$ cat src/rtl/prog_loader_pkg.sv
// prog_loader_pkg -- shared types and default constants for the program loader.
//   state_t                 : loader FSM state encoding
//   ADDR_W_DEFAULT          : default instruction-memory address width
//   RELEASE_CYCLES_DEFAULT  : default number of cycles CPU reset is held after load
package prog_loader_pkg;

  localparam int ADDR_W_DEFAULT         = 8;
  localparam int RELEASE_CYCLES_DEFAULT = 4;

  typedef enum logic [2:0] {
    ST_IDLE,
    ST_LOAD,
    ST_WRITE,
    ST_HOLD,
    ST_RUN,
    ST_ERR
  } state_t;

endpackage

$ cat src/rtl/prog_loader_if.sv
// prog_loader_if -- instruction stream input plus instruction-memory write port.
//   in_valid/in_word/in_last : incoming program words (driven by the source)
//   in_ready                 : loader accepts a word this cycle
//   mem_write/mem_addr/mem_din : write port into instruction memory
// Modports: slave = the loader, master = the word source / memory side.
interface prog_loader_if
  import prog_loader_pkg::*;
#(
  parameter int ADDR_W = ADDR_W_DEFAULT
);

  logic              in_valid;
  logic [15:0]       in_word;
  logic              in_last;
  logic              in_ready;
  logic              mem_write;
  logic [ADDR_W-1:0] mem_addr;
  logic [15:0]       mem_din;

  modport slave (
    input  in_valid, in_word, in_last,
    output in_ready, mem_write, mem_addr, mem_din
  );

  modport master (
    output in_valid, in_word, in_last,
    input  in_ready, mem_write, mem_addr, mem_din
  );

endinterface

$ cat src/rtl/prog_loader_cksum.sv
// prog_loader_cksum -- 16-bit modular accumulator of program data words.
//   clk, reset   : clock and asynchronous active-low reset
//   clear        : zero the accumulator (start of a new load)
//   accumulate   : add data to the running sum this cycle
//   data         : data word, also used as the candidate checksum word
//   sum_ok       : running sum plus data equals zero (combinational)
module prog_loader_cksum (
  input  logic        clk,
  input  logic        reset,
  input  logic        clear,
  input  logic        accumulate,
  input  logic [15:0] data,
  output logic        sum_ok
);

  logic [15:0] sum_reg;

  always_ff @(posedge clk or negedge reset) begin
    if (!reset) begin
      sum_reg <= 16'h0000;
    end else if (clear) begin
      sum_reg <= 16'h0000;
    end else if (accumulate) begin
      sum_reg <= sum_reg + data;
    end
  end

  // Evaluated while the checksum word is on the input bus.
  assign sum_ok = ((sum_reg + data) == 16'h0000);

endmodule

$ cat src/rtl/prog_loader.sv
// prog_loader -- streams program words into instruction memory while holding the
// CPU in reset, then releases the CPU after a fixed delay.
//   clk, reset   : clock and asynchronous active-low reset
//   start        : single-cycle request to begin a load (honoured in IDLE/RUN/ERR)
//   bus          : prog_loader_if.slave (word stream in, memory write port out)
//   cpu_reset    : active-high CPU reset, low only in RUN
//   done         : program loaded and CPU released
//   error        : load failed (memory overflow or bad checksum), held until start
//   word_count   : words written during the current load, saturating at 2^ADDR_W
// Optional build macro PROG_LOADER_CHECKSUM_EN: after the last word one extra
// checksum word is accepted; data words plus checksum must sum to zero mod 2^16.
module prog_loader
  import prog_loader_pkg::*;
#(
  parameter int ADDR_W         = ADDR_W_DEFAULT,
  parameter int RELEASE_CYCLES = RELEASE_CYCLES_DEFAULT
) (
  input  logic            clk,
  input  logic            reset,
  input  logic            start,
  prog_loader_if.slave    bus,
  output logic            cpu_reset,
  output logic            done,
  output logic            error,
  output logic [ADDR_W:0] word_count
);

  localparam logic [ADDR_W-1:0] ADDR_MAX  = {ADDR_W{1'b1}};
  localparam logic [ADDR_W:0]   COUNT_MAX = {1'b1, {ADDR_W{1'b0}}};
  localparam logic [15:0]       HOLD_LAST = 16'((RELEASE_CYCLES > 0) ? RELEASE_CYCLES - 1 : 0);

  state_t            state_reg, state_next;
  logic [ADDR_W-1:0] addr_reg, addr_next;
  logic [ADDR_W:0]   count_reg, count_next;
  logic [15:0]       din_reg, din_next;
  logic              last_reg, last_next;
  logic [15:0]       hold_reg, hold_next;
  logic              in_ready_c, mem_write_c;

`ifdef PROG_LOADER_CHECKSUM_EN
  logic cks_phase_reg, cks_phase_next;
  logic cks_ok;
  logic cks_clear;
  logic cks_accumulate;

  // A new load begins whenever start is honoured.
  assign cks_clear      = start && (state_reg inside {ST_IDLE, ST_RUN, ST_ERR});
  assign cks_accumulate = (state_reg == ST_LOAD) && bus.in_valid && !cks_phase_reg;

  prog_loader_cksum u_cksum (
    .clk        (clk),
    .reset      (reset),
    .clear      (cks_clear),
    .accumulate (cks_accumulate),
    .data       (bus.in_word),
    .sum_ok     (cks_ok)
  );
`endif

  always_ff @(posedge clk or negedge reset) begin
    if (!reset) begin
      state_reg <= ST_IDLE;
      addr_reg  <= '0;
      count_reg <= '0;
      din_reg   <= 16'h0000;
      last_reg  <= 1'b0;
      hold_reg  <= 16'h0000;
`ifdef PROG_LOADER_CHECKSUM_EN
      cks_phase_reg <= 1'b0;
`endif
    end else begin
      state_reg <= state_next;
      addr_reg  <= addr_next;
      count_reg <= count_next;
      din_reg   <= din_next;
      last_reg  <= last_next;
      hold_reg  <= hold_next;
`ifdef PROG_LOADER_CHECKSUM_EN
      cks_phase_reg <= cks_phase_next;
`endif
    end
  end

  always_comb begin
    state_next  = state_reg;
    addr_next   = addr_reg;
    count_next  = count_reg;
    din_next    = din_reg;
    last_next   = last_reg;
    hold_next   = hold_reg;
    in_ready_c  = 1'b0;
    mem_write_c = 1'b0;
    cpu_reset   = 1'b1;
    done        = 1'b0;
    error       = 1'b0;
`ifdef PROG_LOADER_CHECKSUM_EN
    cks_phase_next = cks_phase_reg;
`endif

    case (state_reg)
      ST_IDLE, ST_RUN, ST_ERR: begin
        if (state_reg == ST_RUN) begin
          cpu_reset = 1'b0;
          done      = 1'b1;
        end
        if (state_reg == ST_ERR) begin
          error = 1'b1;
        end
        if (start) begin
          state_next = ST_LOAD;
          addr_next  = '0;
          count_next = '0;
          last_next  = 1'b0;
`ifdef PROG_LOADER_CHECKSUM_EN
          cks_phase_next = 1'b0;
`endif
        end
      end

      ST_LOAD: begin
        in_ready_c = 1'b1;
        if (bus.in_valid) begin
`ifdef PROG_LOADER_CHECKSUM_EN
          if (cks_phase_reg) begin
            // Checksum word: judged on the spot, never written or counted.
            cks_phase_next = 1'b0;
            hold_next      = 16'h0000;
            state_next     = cks_ok ? ST_HOLD : ST_ERR;
          end else
`endif
          begin
            din_next   = bus.in_word;
            last_next  = bus.in_last;
            state_next = ST_WRITE;
          end
        end
      end

      ST_WRITE: begin
        mem_write_c = 1'b1;
        if (count_reg != COUNT_MAX) begin
          count_next = count_reg + 1'b1;
        end
        if (last_reg) begin
          // Address only wraps through the overflow path.
          if (addr_reg != ADDR_MAX) begin
            addr_next = addr_reg + 1'b1;
          end
`ifdef PROG_LOADER_CHECKSUM_EN
          cks_phase_next = 1'b1;
          state_next     = ST_LOAD;
`else
          hold_next  = 16'h0000;
          state_next = ST_HOLD;
`endif
        end else if (addr_reg == ADDR_MAX) begin
          addr_next  = '0;
          state_next = ST_ERR;
        end else begin
          addr_next  = addr_reg + 1'b1;
          state_next = ST_LOAD;
        end
      end

      ST_HOLD: begin
        if (hold_reg == HOLD_LAST) begin
          state_next = ST_RUN;
        end else begin
          hold_next = hold_reg + 16'h0001;
        end
      end

      default: begin
        state_next = ST_IDLE;
      end
    endcase
  end

  assign bus.in_ready  = in_ready_c;
  assign bus.mem_write = mem_write_c;
  assign bus.mem_addr  = addr_reg;
  assign bus.mem_din   = din_reg;
  assign word_count    = count_reg;

endmodule

$ cat src/flat_wrapper.sv
// flat-port wrapper written by rule: the top's interface ports become plain ports
module prog_loader_flat import prog_loader_pkg::*;
#(
  parameter int ADDR_W         = ADDR_W_DEFAULT,
  parameter int RELEASE_CYCLES = RELEASE_CYCLES_DEFAULT
)
  (clk, reset, start, cpu_reset, done, error, word_count, bus_in_valid, bus_in_word, bus_in_last, bus_in_ready, bus_mem_write, bus_mem_addr, bus_mem_din);
  prog_loader_if #(.ADDR_W(ADDR_W)) bus_i ();
  input  logic clk;
  input  logic reset;
  input  logic start;
  output logic cpu_reset;
  output logic done;
  output logic error;
  output logic [ADDR_W:0] word_count;
  input wire logic [$bits(bus_i.in_valid)-1:0] bus_in_valid;
  input wire logic [$bits(bus_i.in_word)-1:0] bus_in_word;
  input wire logic [$bits(bus_i.in_last)-1:0] bus_in_last;
  output wire logic [$bits(bus_i.in_ready)-1:0] bus_in_ready;
  output wire logic [$bits(bus_i.mem_write)-1:0] bus_mem_write;
  output wire logic [$bits(bus_i.mem_addr)-1:0] bus_mem_addr;
  output wire logic [$bits(bus_i.mem_din)-1:0] bus_mem_din;
  assign bus_i.in_valid = bus_in_valid;
  assign bus_i.in_word = bus_in_word;
  assign bus_i.in_last = bus_in_last;
  assign bus_in_ready = bus_i.in_ready;
  assign bus_mem_write = bus_i.mem_write;
  assign bus_mem_addr = bus_i.mem_addr;
  assign bus_mem_din = bus_i.mem_din;
  prog_loader #(.ADDR_W(ADDR_W), .RELEASE_CYCLES(RELEASE_CYCLES)) u_core (.clk(clk), .reset(reset), .start(start), .bus(bus_i), .cpu_reset(cpu_reset), .done(done), .error(error), .word_count(word_count));
endmodule
$ cat config.mk
export PLATFORM = sky130hd
export DESIGN_NAME = prog_loader_flat
export DESIGN_NICKNAME = d
export VERILOG_FILES = /design/src/rtl/prog_loader_pkg.sv /design/src/rtl/prog_loader_if.sv /design/src/rtl/prog_loader_cksum.sv /design/src/rtl/prog_loader.sv /design/src/flat_wrapper.sv
export SDC_FILE = /design/constraint.sdc
export NUM_CORES = 1
export LEC_CHECK = 0
export BUFFER_PORTS_ARGS = -buffer_cell sky130_fd_sc_hd__buf_2
export CAP_MARGIN = 20
export CORE_MARGIN = 1
export CORE_UTILIZATION = 35
export DETAILED_ROUTE_END_ITERATION = 16
export SYNTH_ARGS = -nofsm -noshare
export SYNTH_HDL_FRONTEND = slang
export SYNTH_SLANG_ARGS = --single-unit
$ cat constraint.sdc
create_clock -name clk -period 1.51 [get_ports clk]
set_input_delay 0.302 -clock clk [delete_from_list [all_inputs] [get_ports clk]]
set_output_delay 0.302 -clock clk [all_outputs]
set_load 0.01 [all_outputs]
==> metrics.cfg <==
[setup_path]
cp.arrival_ns = 1.99
worstSetupPathType = reg2reg
cp-startpoint = u_core.state_reg[1]
reg2reg_from = u_core.state_reg[1]
worst_r2r_endpoint = u_core.word_count[7]
reg2reg_slack_ns = -0.22
ff2ff_path_depth = 6
startpoint_type = flip-flop
crit_required_ns = 1.77
worstSetupEndpointType = flip-flop
crit_fanout = 6

[logic_synthesis]
synth_area_um2 = 2760
ys_seq_elements = 53
synth_area_leaders = dfrtp_1 48%, mux2_2 6.5%, a21oi_1 3.3%
synthMuxAreaShare_pct = 7.99
synth_common_cells = 53 x dfrtp_1, 18 x a21oi_1, 17 x nand2_1
yosysMostFrequentCell = dfrtp_1
async_flop_share_pct = 100
synth-compound-area-share_pct = 12.4
synthAdderAreaFrac_pct = 1.82
synth_seq_area_share_pct = 48.1
synth_edf_count = 0
synth_xor_xnor_area_share_pct = 2.86
yosys.area.top_type = dfrtp_1
synth-simple-area-share_pct = 23.7
synthFlopType = dfrtp_1
netlist.area_leader.share_pct = 48.1
synthDistinctLibCells = 52
avgSynthCellArea_um2 = 10.5
synth_top_family_by_area = simple AND/OR/NAND/NOR gates
syn-num-nets = 288
synthCells = 263
yosys_warnings = 0

[floorplan]
fp.dieH_um = 90.7
io_pins = 59
die_area_um2 = 8230
die_x_um = 90.7
initial_utilization_pct = 37.0
rows = 31
core_area_um2 = 7450

[timing]
rsz0062_at_grt = yes
setup_viol = 45
finClkSkew_ns = 0.0111
worst_pin_slew_ns = 0.559
min_period_ns = 1.73
slew_headroom_pct = 62.7
drv_slew = 0
hold_viol_final = 0
fmax_mhz = 579
fin_ws_ns = -0.216
final.period_utilization_pct = 114

[power]
power_frac_seq_pct = 31.9
total_power_w = 0.00658
power_switching_w = 0.00250
p_sw_share_pct = 38.0
p_comb_share_pct = 54.9
pwr-share-clk_pct = 13.2
p_int_w = 0.00408
ir_drop_mv = 0.879
power.density_nw_per_um2 = 1460
power_leakage_nw = 2.03

[place]
io_buffers = 58
place_congestion = 0.807
dp_cells = 475
dp.final_hpwl_um = 5180

[hold_path]
min_to = u_core.bus.mem_din[7]
hold_start = bus_in_word[7]
hp-class = in2reg
hold_depth = 2

[clock_network]
clk_latency_ns = 0.32
cts.sinks = 53
cts_tree = built
cts_buffers = 5
cts_root_buf = clkbuf_8
htree_levels = 2
cts_buffer_depth = 2
path_clk_slew_ns = 0.11

[run_status]
violations = negative setup slack
outcome = complete, but fails checks

[cells_and_area]
utilization_pct = 60.6
fillers = 621
syn_to_final_growth_pct = 63.7
drive_gt1_share_pct = 58.4
nets = 442
insertedDiodeCount = 0
final_cells = 517

[global_routing]
grt_pass1_wl_um = 12300
grtUsageMet1_pct = 25.8
track_usage_pct = 18.6
overflow = 0
grt.met2_usage_pct = 30.3
grt_busiest_layer = met2
grt_max_degree = 22
grt_pass1_vias = 2549
use_met3_pct = 2.53
antenna_found_initial = 0

[routing]
ant_nets = 0
wl_per_cell_um = 15.7
routed_wl_um = 8100
drt_iter0_markers = 112
vias = 2722
viasPerCell = 5.26
drc = 0
firstDrtPassIters = 4

[job]
drv_cap = 0

==> power groups by stage <==
| stage | Clock, W | Sequential, W | Combinational [W] |
|---|---|---|---|
| 3_3_place_gp | 0 | 0.00210 | 0.00253 |
| 6_report | 0.000870 | 0.00210 | 0.00361 |
| 3_5_place_dp | 0 | 0.00211 | 0.00257 |
| 2_1_floorplan | 0 | 0.00223 | 0.00127 |
| 4_1_cts | 0.000898 | 0.00208 | 0.00307 |
| 5_1_grt | 0.000936 | 0.00214 | 0.00385 |
==> critical path, stage by stage (launching register included) <==
cell	delay [ns]
dfrtp_2	0.47
buf_6	0.14
buf_6	0.11
nor2b_4	0.17
o21ai_4	0.11
or4_4	0.54
a21oi_2	0.12
==> how the worst max path moves through the flow <==
stage	end	slack [ns]	cells after the start
global placement	u_core.word_count[3]	-0.16	5
detailed placement	u_core.word_count[5]	-0.22	4
floorplan	u_core.hold_reg[0]	-0.09	6
global route	u_core.word_count[7]	-0.30	6
finish	u_core.word_count[7]	-0.22	6
CTS	bus_in_ready	-0.16	4
==> logic make-up after synthesis <==
logic type / count (synthesis)
xor gates and xnor gates: 9
adders and majority gates: 4
buffers and inverters: 19
AOI/OAI and AO/OA: 53
and+or+nand+nor: 105
muxes: 20
DFF: 53
==> stage by stage <==
| stage | setup slack (ns) | setup TNS [ns] | instance area [um^2] | hold slack, ns |
|---|---|---|---|---|
| after floorplan | -0.0912 | -1.10 | 2790 | 0.00641 |
| after CTS | -0.160 | -3.30 | 4090 | 0.195 |
| final | -0.216 | -5.94 | 4510 | 0.200 |
| after global placement | -0.164 | -3.75 | 3690 | 0.246 |
| after detailed placement | -0.223 | -5.27 | 3690 | 0.241 |
| after global routing | -0.297 | -8.97 | 4510 | 0.199 |
==> repair_timing <==
action                                  4_1_cts  5_1_grt
endpoints found under the setup margin       54       54
pin swaps                                    22       34
resized for setup                            38       68
buffers inserted                             20       15
hold buffers                                  1        0
endpoints found under the hold margin        12        0
==> cell type report <==
cell class	instances	area (um^2)	share of cell area [%]
Inverter	9	33.8	0.749
Clock inverter	3	25.0	0.555
Multi-Input combinational cell	191	1750	38.7
Timing Repair Buffer	157	1180	26.2
Sequential cell	53	1330	29.5
Clock buffer	5	68.8	1.53
Tap cell	99	124	2.75
==> metal layers <==
metal	part of all wire, %	vias up	wire length [um]
li1	-	1295	-
met1	45	1336	3630
met2	50	84	4020
met3	4.5	7	367
met4	1.1	0	92
met5	0	-	0
==> cells in the final DEF (no fill, tap or decap), drive strengths merged, types with 2 or more instances in the layout <==
cell type / Yosys / layout
buf: 7 / 156
dfrtp: 53 / 53
a21oi: 18 / 18
nand2: 17 / 17
mux2: 16 / 16
nand3: 14 / 14
nor2: 13 / 13
inv: 9 / 10
o31ai: 10 / 10
or4: 9 / 9
o21ai: 9 / 9
xnor2: 8 / 8
or3: 6 / 6
nor3: 6 / 6
and4: 6 / 6
nand4: 5 / 5
clkbuf: 3 / 5
nor4: 5 / 5
mux2i: 4 / 4
nand2b: 4 / 4
ha: 4 / 4
nor2b: 3 / 3
o211ai: 3 / 3
nor4b: 3 / 3
nor4bb: 2 / 2
a211o: 2 / 2
o22ai: 2 / 2
nor3b: 2 / 2
and3b: 2 / 2
o2111ai: 2 / 2
nand3b: 2 / 2
and3: 2 / 2
Note: power is estimated with default switching activity, not from simulation.
